**src/rtl/dds_waveform_gen_pkg.sv**
```systemverilog
// -----------------------------------------------------------------------------
// dds_pkg
// Shared definitions for the DDS waveform core.
//   wave_e      : waveform select encoding carried on wave_sel
//   LUT_DEPTH   : entries in the quarter-wave sine ROM
//   MIDSCALE()  : offset-binary zero level for a given DAC width
// -----------------------------------------------------------------------------
package dds_pkg;

  typedef enum logic [1:0] {
    WAVE_SINE   = 2'd0,
    WAVE_SQUARE = 2'd1,
    WAVE_TRI    = 2'd2,
    WAVE_SAW    = 2'd3
  } wave_e;

  localparam int LUT_DEPTH = 64;

  // Offset-binary mid-scale code, 2^(aw-1).
  function automatic int unsigned MIDSCALE(input int unsigned aw);
    return 32'd1 << (aw - 1);
  endfunction

endpackage

```
**src/rtl/dds_waveform_gen_if.sv**
```systemverilog
// -----------------------------------------------------------------------------
// dds_waveform_gen_if
// Bus between the sample-rate generator / control side and the DDS core.
//   sample_in : square wave, rising edge = sample tick
//   freq_word : phase increment per tick
//   freq_load : one-cycle pulse capturing freq_word and wave_sel
//   wave_sel  : waveform select (dds_pkg::wave_e encoding)
//   dac_data  : offset-binary sample
//   dac_valid : one-cycle strobe marking a new dac_data
// master = control/stimulus side, slave = DDS core.
// -----------------------------------------------------------------------------
interface dds_waveform_gen_if #(
  parameter int PHASE_W = 32,
  parameter int AMP_W   = 10
);
  logic               sample_in;
  logic [PHASE_W-1:0] freq_word;
  logic               freq_load;
  logic [1:0]         wave_sel;
  logic [AMP_W-1:0]   dac_data;
  logic               dac_valid;

  modport master (
    output sample_in, freq_word, freq_load, wave_sel,
    input  dac_data, dac_valid
  );

  modport slave (
    input  sample_in, freq_word, freq_load, wave_sel,
    output dac_data, dac_valid
  );
endinterface

```
**src/rtl/dds_sine_quarter_lut.sv**
```systemverilog
// -----------------------------------------------------------------------------
// dds_sine_quarter_lut
// Quarter-wave sine magnitude ROM with synchronous read.
//   clk   : clock
//   rd_en : read enable; mag updates only when set
//   addr  : mirrored quarter-wave address
//   mag   : registered magnitude, round(511*sin(pi/2*(i+0.5)/64))
// The half-LSB offset in the sample points keeps the table symmetric so a
// bitwise-inverted address mirrors the quarter exactly.
// -----------------------------------------------------------------------------
module dds_sine_quarter_lut
  import dds_pkg::*;
#(
  parameter int AW = 6,
  parameter int DW = 9
) (
  input  logic          clk,
  input  logic          rd_en,
  input  logic [AW-1:0] addr,
  output logic [DW-1:0] mag
);

  localparam logic [DW-1:0] SINE_ROM [LUT_DEPTH] = '{
    9'd6,   9'd19,  9'd31,  9'd44,  9'd56,  9'd69,  9'd81,  9'd94,
    9'd106, 9'd118, 9'd130, 9'd142, 9'd154, 9'd166, 9'd178, 9'd190,
    9'd201, 9'd213, 9'd224, 9'd235, 9'd246, 9'd257, 9'd268, 9'd279,
    9'd289, 9'd299, 9'd309, 9'd319, 9'd329, 9'd338, 9'd348, 9'd357,
    9'd366, 9'd374, 9'd383, 9'd391, 9'd399, 9'd407, 9'd414, 9'd421,
    9'd428, 9'd435, 9'd441, 9'd448, 9'd454, 9'd459, 9'd465, 9'd470,
    9'd474, 9'd479, 9'd483, 9'd487, 9'd491, 9'd494, 9'd497, 9'd500,
    9'd502, 9'd505, 9'd506, 9'd508, 9'd509, 9'd510, 9'd511, 9'd511
  };

  always_ff @(posedge clk) begin
    if (rd_en) begin
      mag <= SINE_ROM[addr];
    end
  end

endmodule

```
**src/rtl/dds_waveform_gen.sv**
```systemverilog
// -----------------------------------------------------------------------------
// dds_waveform_gen
// DDS core: each rising edge of bus.sample_in advances a phase accumulator by
// the active frequency word and produces one offset-binary DAC sample
// (sine / square / triangle / sawtooth) three clocks later.
//   clk   : system clock
//   rst_n : asynchronous active-low reset
//   bus   : dds_waveform_gen_if.slave (sample_in, freq_word, freq_load,
//           wave_sel in; dac_data, dac_valid out)
// Pipeline: edge n phase update, edge n+1 stage 1 (top phase bits, select,
// ROM read), edge n+2 dac_data/dac_valid.
// -----------------------------------------------------------------------------
module dds_waveform_gen
  import dds_pkg::*;
#(
  parameter int PHASE_W = 32,
  parameter int AMP_W   = 10,
  parameter int LUT_AW  = 6
) (
  input  logic             clk,
  input  logic             rst_n,
  dds_waveform_gen_if.slave bus
);

  logic               sample_d;
  logic               tick;
  logic [PHASE_W-1:0] phase;
  logic [PHASE_W-1:0] freq_pending;
  logic [PHASE_W-1:0] freq_active;
  wave_e              sel_pending;
  wave_e              sel_active;
  wave_e              sel_s1;
  logic               valid_s0;
  logic               valid_s1;
  // Top AMP_W+1 phase bits: MSB is the half-cycle sign, the rest feed
  // triangle directly and sawtooth after dropping the LSB.
  logic [AMP_W:0]     top_s1;
  logic [LUT_AW-1:0]  idx;
  logic [LUT_AW-1:0]  lut_addr;
  logic [AMP_W-2:0]   lut_mag;
  logic [AMP_W-1:0]   wave_next;
  logic [AMP_W-1:0]   dac_data_reg;
  logic               dac_valid_reg;

  assign tick = bus.sample_in & ~sample_d;

  // Odd quadrants run the quarter-wave backwards.
  assign idx      = phase[PHASE_W-3 -: LUT_AW];
  assign lut_addr = phase[PHASE_W-2] ? ~idx : idx;

  dds_sine_quarter_lut #(
    .AW (LUT_AW),
    .DW (AMP_W - 1)
  ) u_lut (
    .clk   (clk),
    .rd_en (valid_s0),
    .addr  (lut_addr),
    .mag   (lut_mag)
  );

  always_comb begin
    wave_next = dac_data_reg;
    case (sel_s1)
      // Positive half: midscale + m; negative half: (midscale-1) - m.
      WAVE_SINE:   wave_next = top_s1[AMP_W] ? {1'b0, ~lut_mag} : {1'b1, lut_mag};
      WAVE_SQUARE: wave_next = top_s1[AMP_W] ? '0 : '1;
      WAVE_TRI:    wave_next = top_s1[AMP_W] ? ~top_s1[AMP_W-1:0] : top_s1[AMP_W-1:0];
      WAVE_SAW:    wave_next = top_s1[AMP_W -: AMP_W];
      default:     wave_next = dac_data_reg;
    endcase
  end

  always_ff @(posedge clk or negedge rst_n) begin
    if (!rst_n) begin
      // sample_d starts high so a level already high at release is not a tick.
      sample_d      <= 1'b1;
      phase         <= '0;
      freq_pending  <= '0;
      freq_active   <= '0;
      sel_pending   <= WAVE_SINE;
      sel_active    <= WAVE_SINE;
      sel_s1        <= WAVE_SINE;
      valid_s0      <= 1'b0;
      valid_s1      <= 1'b0;
      top_s1        <= '0;
      dac_data_reg  <= AMP_W'(MIDSCALE(AMP_W));
      dac_valid_reg <= 1'b0;
    end else begin
      sample_d <= bus.sample_in;

      if (bus.freq_load) begin
        freq_pending <= bus.freq_word;
        sel_pending  <= wave_e'(bus.wave_sel);
      end

      // The accumulate uses the word that was active before this tick, so a
      // load coincident with a tick only lands one tick later.
      if (tick) begin
        freq_active <= freq_pending;
        sel_active  <= sel_pending;
        phase       <= phase + freq_active;
      end

      valid_s0 <= tick;
      valid_s1 <= valid_s0;
      if (valid_s0) begin
        top_s1 <= phase[PHASE_W-1 -: AMP_W+1];
        sel_s1 <= sel_active;
      end

      dac_valid_reg <= valid_s1;
      if (valid_s1) begin
        dac_data_reg <= wave_next;
      end
    end
  end

  assign bus.dac_data  = dac_data_reg;
  assign bus.dac_valid = dac_valid_reg;

endmodule

```
**src/flat_wrapper.sv**
```systemverilog
// flat-port wrapper written by rule: the top's interface ports become plain ports
module dds_waveform_gen_flat import dds_pkg::*;
#(
  parameter int PHASE_W = 32,
  parameter int AMP_W   = 10,
  parameter int LUT_AW  = 6
)
  (clk, rst_n, bus_sample_in, bus_freq_word, bus_freq_load, bus_wave_sel, bus_dac_data, bus_dac_valid);
  dds_waveform_gen_if #(.PHASE_W(PHASE_W), .AMP_W(AMP_W)) bus_i ();
  input  logic clk;
  input  logic rst_n;
  input wire logic [$bits(bus_i.sample_in)-1:0] bus_sample_in;
  input wire logic [$bits(bus_i.freq_word)-1:0] bus_freq_word;
  input wire logic [$bits(bus_i.freq_load)-1:0] bus_freq_load;
  input wire logic [$bits(bus_i.wave_sel)-1:0] bus_wave_sel;
  output wire logic [$bits(bus_i.dac_data)-1:0] bus_dac_data;
  output wire logic [$bits(bus_i.dac_valid)-1:0] bus_dac_valid;
  assign bus_i.sample_in = bus_sample_in;
  assign bus_i.freq_word = bus_freq_word;
  assign bus_i.freq_load = bus_freq_load;
  assign bus_i.wave_sel = bus_wave_sel;
  assign bus_dac_data = bus_i.dac_data;
  assign bus_dac_valid = bus_i.dac_valid;
  dds_waveform_gen #(.PHASE_W(PHASE_W), .AMP_W(AMP_W), .LUT_AW(LUT_AW)) u_core (.clk(clk), .rst_n(rst_n), .bus(bus_i));
endmodule
```
**config.mk**
```make
export PLATFORM = sky130hd
export DESIGN_NAME = dds_waveform_gen_flat
export DESIGN_NICKNAME = d
export VERILOG_FILES = /design/src/rtl/dds_waveform_gen_pkg.sv /design/src/rtl/dds_waveform_gen_if.sv /design/src/rtl/dds_sine_quarter_lut.sv /design/src/rtl/dds_waveform_gen.sv /design/src/flat_wrapper.sv
export SDC_FILE = /design/constraint.sdc
export NUM_CORES = 1
export LEC_CHECK = 0
export CORE_MARGIN = 2
export CORE_UTILIZATION = 60
export CTS_CLUSTER_SIZE = 24
export DETAILED_ROUTE_END_ITERATION = 10
export GPL_TIMING_DRIVEN = 0
export PLACE_DENSITY = 0.81
export SETUP_SLACK_MARGIN = 0.5
export SLEW_MARGIN = 20
export SYNTH_ARGS = -nofsm -noshare
export SYNTH_HDL_FRONTEND = slang
export SYNTH_HIERARCHICAL = 1
export SYNTH_SLANG_ARGS = --single-unit
```
**constraint.sdc**
```tcl
create_clock -name clk -period 3.95 [get_ports clk]
set_input_delay 0.395 -clock clk [delete_from_list [all_inputs] [get_ports clk]]
set_output_delay 0.395 -clock clk [all_outputs]
set_load 0.01 [all_outputs]
```
==> out/results.txt <==
Clock sink count -> 136
Hold buffers post-CTS -> 0
Cell Area, Synth -> 0.00783 sq mm
GRT overflow -> 0
Placed wire-length estimate -> 13.8 mm
Hold Path Class -> in -> async
CTS buffer count -> 17
WS Path Type -> reg -> reg
Largest net degree at the start of global routing -> 74
CP startpoint kind -> register
Initial DRC Count -> 608
RSZ-0062 raised after global routing -> false
Share of cells above drive strength 1 -> 13.4%
Final slew viol count -> 0
Sequential cell area -> 0.00345 sq mm
Placement Setup Slack -> 0.422 ns
Final setup violation count -> 0
Status -> complete, but fails checks
Clk slew on worst S/H paths -> 0.06 ns
Area after DPL -> 0.00854 sq mm
Via Count -> 6556
Power Total -> 8210 uW
Final setup margin -> 0.718 ns
Clock Skew -> 0.00693 ns
GRT Total Usage -> 29.4%
Max-cap violations -> 0
Yosys warns -> 6
Seq/Total Area, Yosys -> 44.1%
Final wirelength -> 19.9 mm
Period utilization -> 81.8%
I/O pin cnt -> 49
CTS H-tree depth -> 4
Final Cell Area -> 0.00918 sq mm
Largest regs -> u_core/freq_active (32), u_core/freq_pending (32), u_core/phase (32)
Routed len/inst -> 18.5 um
ANT cells -> 0
Setup crit end kind -> register
Clk Latency, worst-skew pair -> 0.42 ns
Vias per inst -> 6.09
EDFF count, synth -> 9
Area of the multi-input gates -> 0.00413 sq mm
Crit-path max FO -> 11
P per Cell Area -> 895 mW/mm^2
Worst-margin pin slew -> 0.724 ns
Post-Synthesis Cells -> 825
Initial antenna violation count -> 0
Synthesized Nets -> 906
Post-synthesis async set-or-reset flop share -> 93.4%
Worst slew margin -> 51.7%
Die Area -> 0.0140 sq mm
Synth area leader -> dfrtp_1
Crit path DAT -> 3.37 ns
Die Wd -> 118 um
Setup TNS Final -> 0 ns
Syn_area_per_cell -> 9.49 sq um
Top FF cell, synth -> dfrtp_1
CTS tree -> done
Area share of the leading cell type in the synthesized netlist -> 40.0%
Synthesis-to-layout area growth -> 17.3%
Initial Util -> 61.8%
Global-route wire length before repair -> 32.6 mm
DRT antenna net count -> 0
Rows -> 41
First-pass detailed-route iteration total -> 6
Core area -> 0.0127 sq mm
Hold WS -> -0.0175 ns
Crit path time final -> 3.23 ns
Vias in the first global route -> 6483
Placer Congestion -> 0.902
Fill cells -> 952
Maximum vdd ir drop -> 705 uV
Top post-synthesis cells by area -> dfrtp_1, nand2_1, mux2_2
Failing checks -> negative hold slack
Pleak -> 0.00407 uW
CTS max path bufs -> 2
Worst Path Required -> 4.09 ns
Height of the die -> 118 um
Final hold viol count -> 21
Nets -> 973
DRC viols -> 0
Synthesized flop and latch total -> 136
Port Buffers -> 47
Fmax achieved -> 0.309 GHz
CTS root buf -> clkbuf_16
Synth cell types -> 71
==> critical path, cell delays in order (launching register included) <==
cell,delay (ns)
dfrtp_1,0.34
clkbuf_1,0.48
xor2_2,0.56
inv_1,0.29
ha_1,0.34
buf_2,0.19
inv_1,0.08
mux4_2,0.45
nor2_1,0.10
o32ai_1,0.11
==> where the power goes <==
part	internal [uW]	switching, uW	leakage, uW
clock	1060	606	0.000306
sequential	1880	351	0.00162
combinational	1780	2540	0.00214
==> per-layer routing <==
layer | global-route usage, % | routed length (um)
met3 | 5.16 | 1060
met4 | 7.98 | 323
met2 | 51.0 | 10100
met5 | 0 | 0
met1 | 37.9 | 8460
==> stage by stage <==
stage / hold slack [ns] / util [%] / cells
after floorplan: 0.0994 / - / 825
after global placement: 0.360 / 67.2 / 1044
after detailed placement: 0.386 / 67.4 / 1045
after CTS: 0.00443 / 72.4 / 1077
after global routing: 0.0373 / 72.4 / 1077
final: -0.0175 / 72.4 / 1077
==> cells in the final DEF, fill, tap and decap left out, types with 5 or more instances in the layout <==
cell               n
a211oi_1           9
a21o_1            11
a21oi_1           61
a31oi_1            5
buf_1              5
buf_2              7
clkbuf_1          30
clkbuf_16         17
clkdlybuf4s50_1   46
dfrtp_1          125
edfxtp_1           9
ha_1              42
inv_1             12
inv_6              5
mux2_2            56
mux2i_1           12
nand2_1          183
nand2b_1          10
nand3_1            6
nor2_1            46
nor3_1             6
o211ai_1           5
o21ai_0           65
o21ai_1            9
xnor2_1           12
xor2_1            19
==> repair_timing <==
action	CTS	global route
buffers inserted	0	0
endpoints found under the hold margin	0	0
gates cloned	0	0
endpoints found under the setup margin	1	3
resized for setup	1	1
==> synthesized netlist by cell type (7+ instances only) <==
cell / n
a21o_1: 11
clkbuf_1: 29
nand2_1: 183
mux2_2: 56
ha_1: 42
a21oi_1: 61
buf_2: 7
o21ai_0: 65
o21ai_1: 9
mux2i_1: 12
xor2_1: 21
a211oi_1: 9
nor2_1: 46
edfxtp_1: 9
dfrtp_1: 125
xnor2_1: 12
inv_1: 12
nand2b_1: 10
==> path summary, 6_finish.rpt <==
check / start / to / slack (ns) / depth (start not counted)
max in group asynchronous: rst_n / u_core/phase[20] / 3.25 / 2
worst max-delay path: u_core/phase[30] / u_core/u_lut/mag[1] / 0.72 / 9
worst min-delay path: rst_n / u_core/freq_pending[10] / -0.02 / 1
worst min register to register: u_core/valid_s1 / u_core/bus.dac_valid / 0.40 / 0
min in group clk: u_core/valid_s1 / u_core/bus.dac_valid / 0.40 / 0
worst max register to register: u_core/phase[30] / u_core/u_lut/mag[1] / 0.72 / 9
==> final cells by class <==
cell class / count / area share, %
Buffer: 45 / 2.18
Clock buffer: 18 / 4.68
Clock inverter: 14 / 2.10
Inverter: 14 / 0.627
Multi-Input combinational cell: 630 / 45.0
Sequential cell: 136 / 37.6
Tap cell: 172 / 2.34
Timing Repair Buffer: 48 / 5.44
==> cells by family after synthesis <==
logic type	after synthesis	synth area share [%]
XOR/XNOR	33	3.69
flip-flops	136	44.1
multiplexers	71	10.4
adder cells (fa/ha/maj)	43	6.97
AND/OR/NAND/NOR	272	14.3
buffers and inverters	59	3.29
AO/OA/AOI/OAI	211	17.3
(Power assumes the default switching activity.)
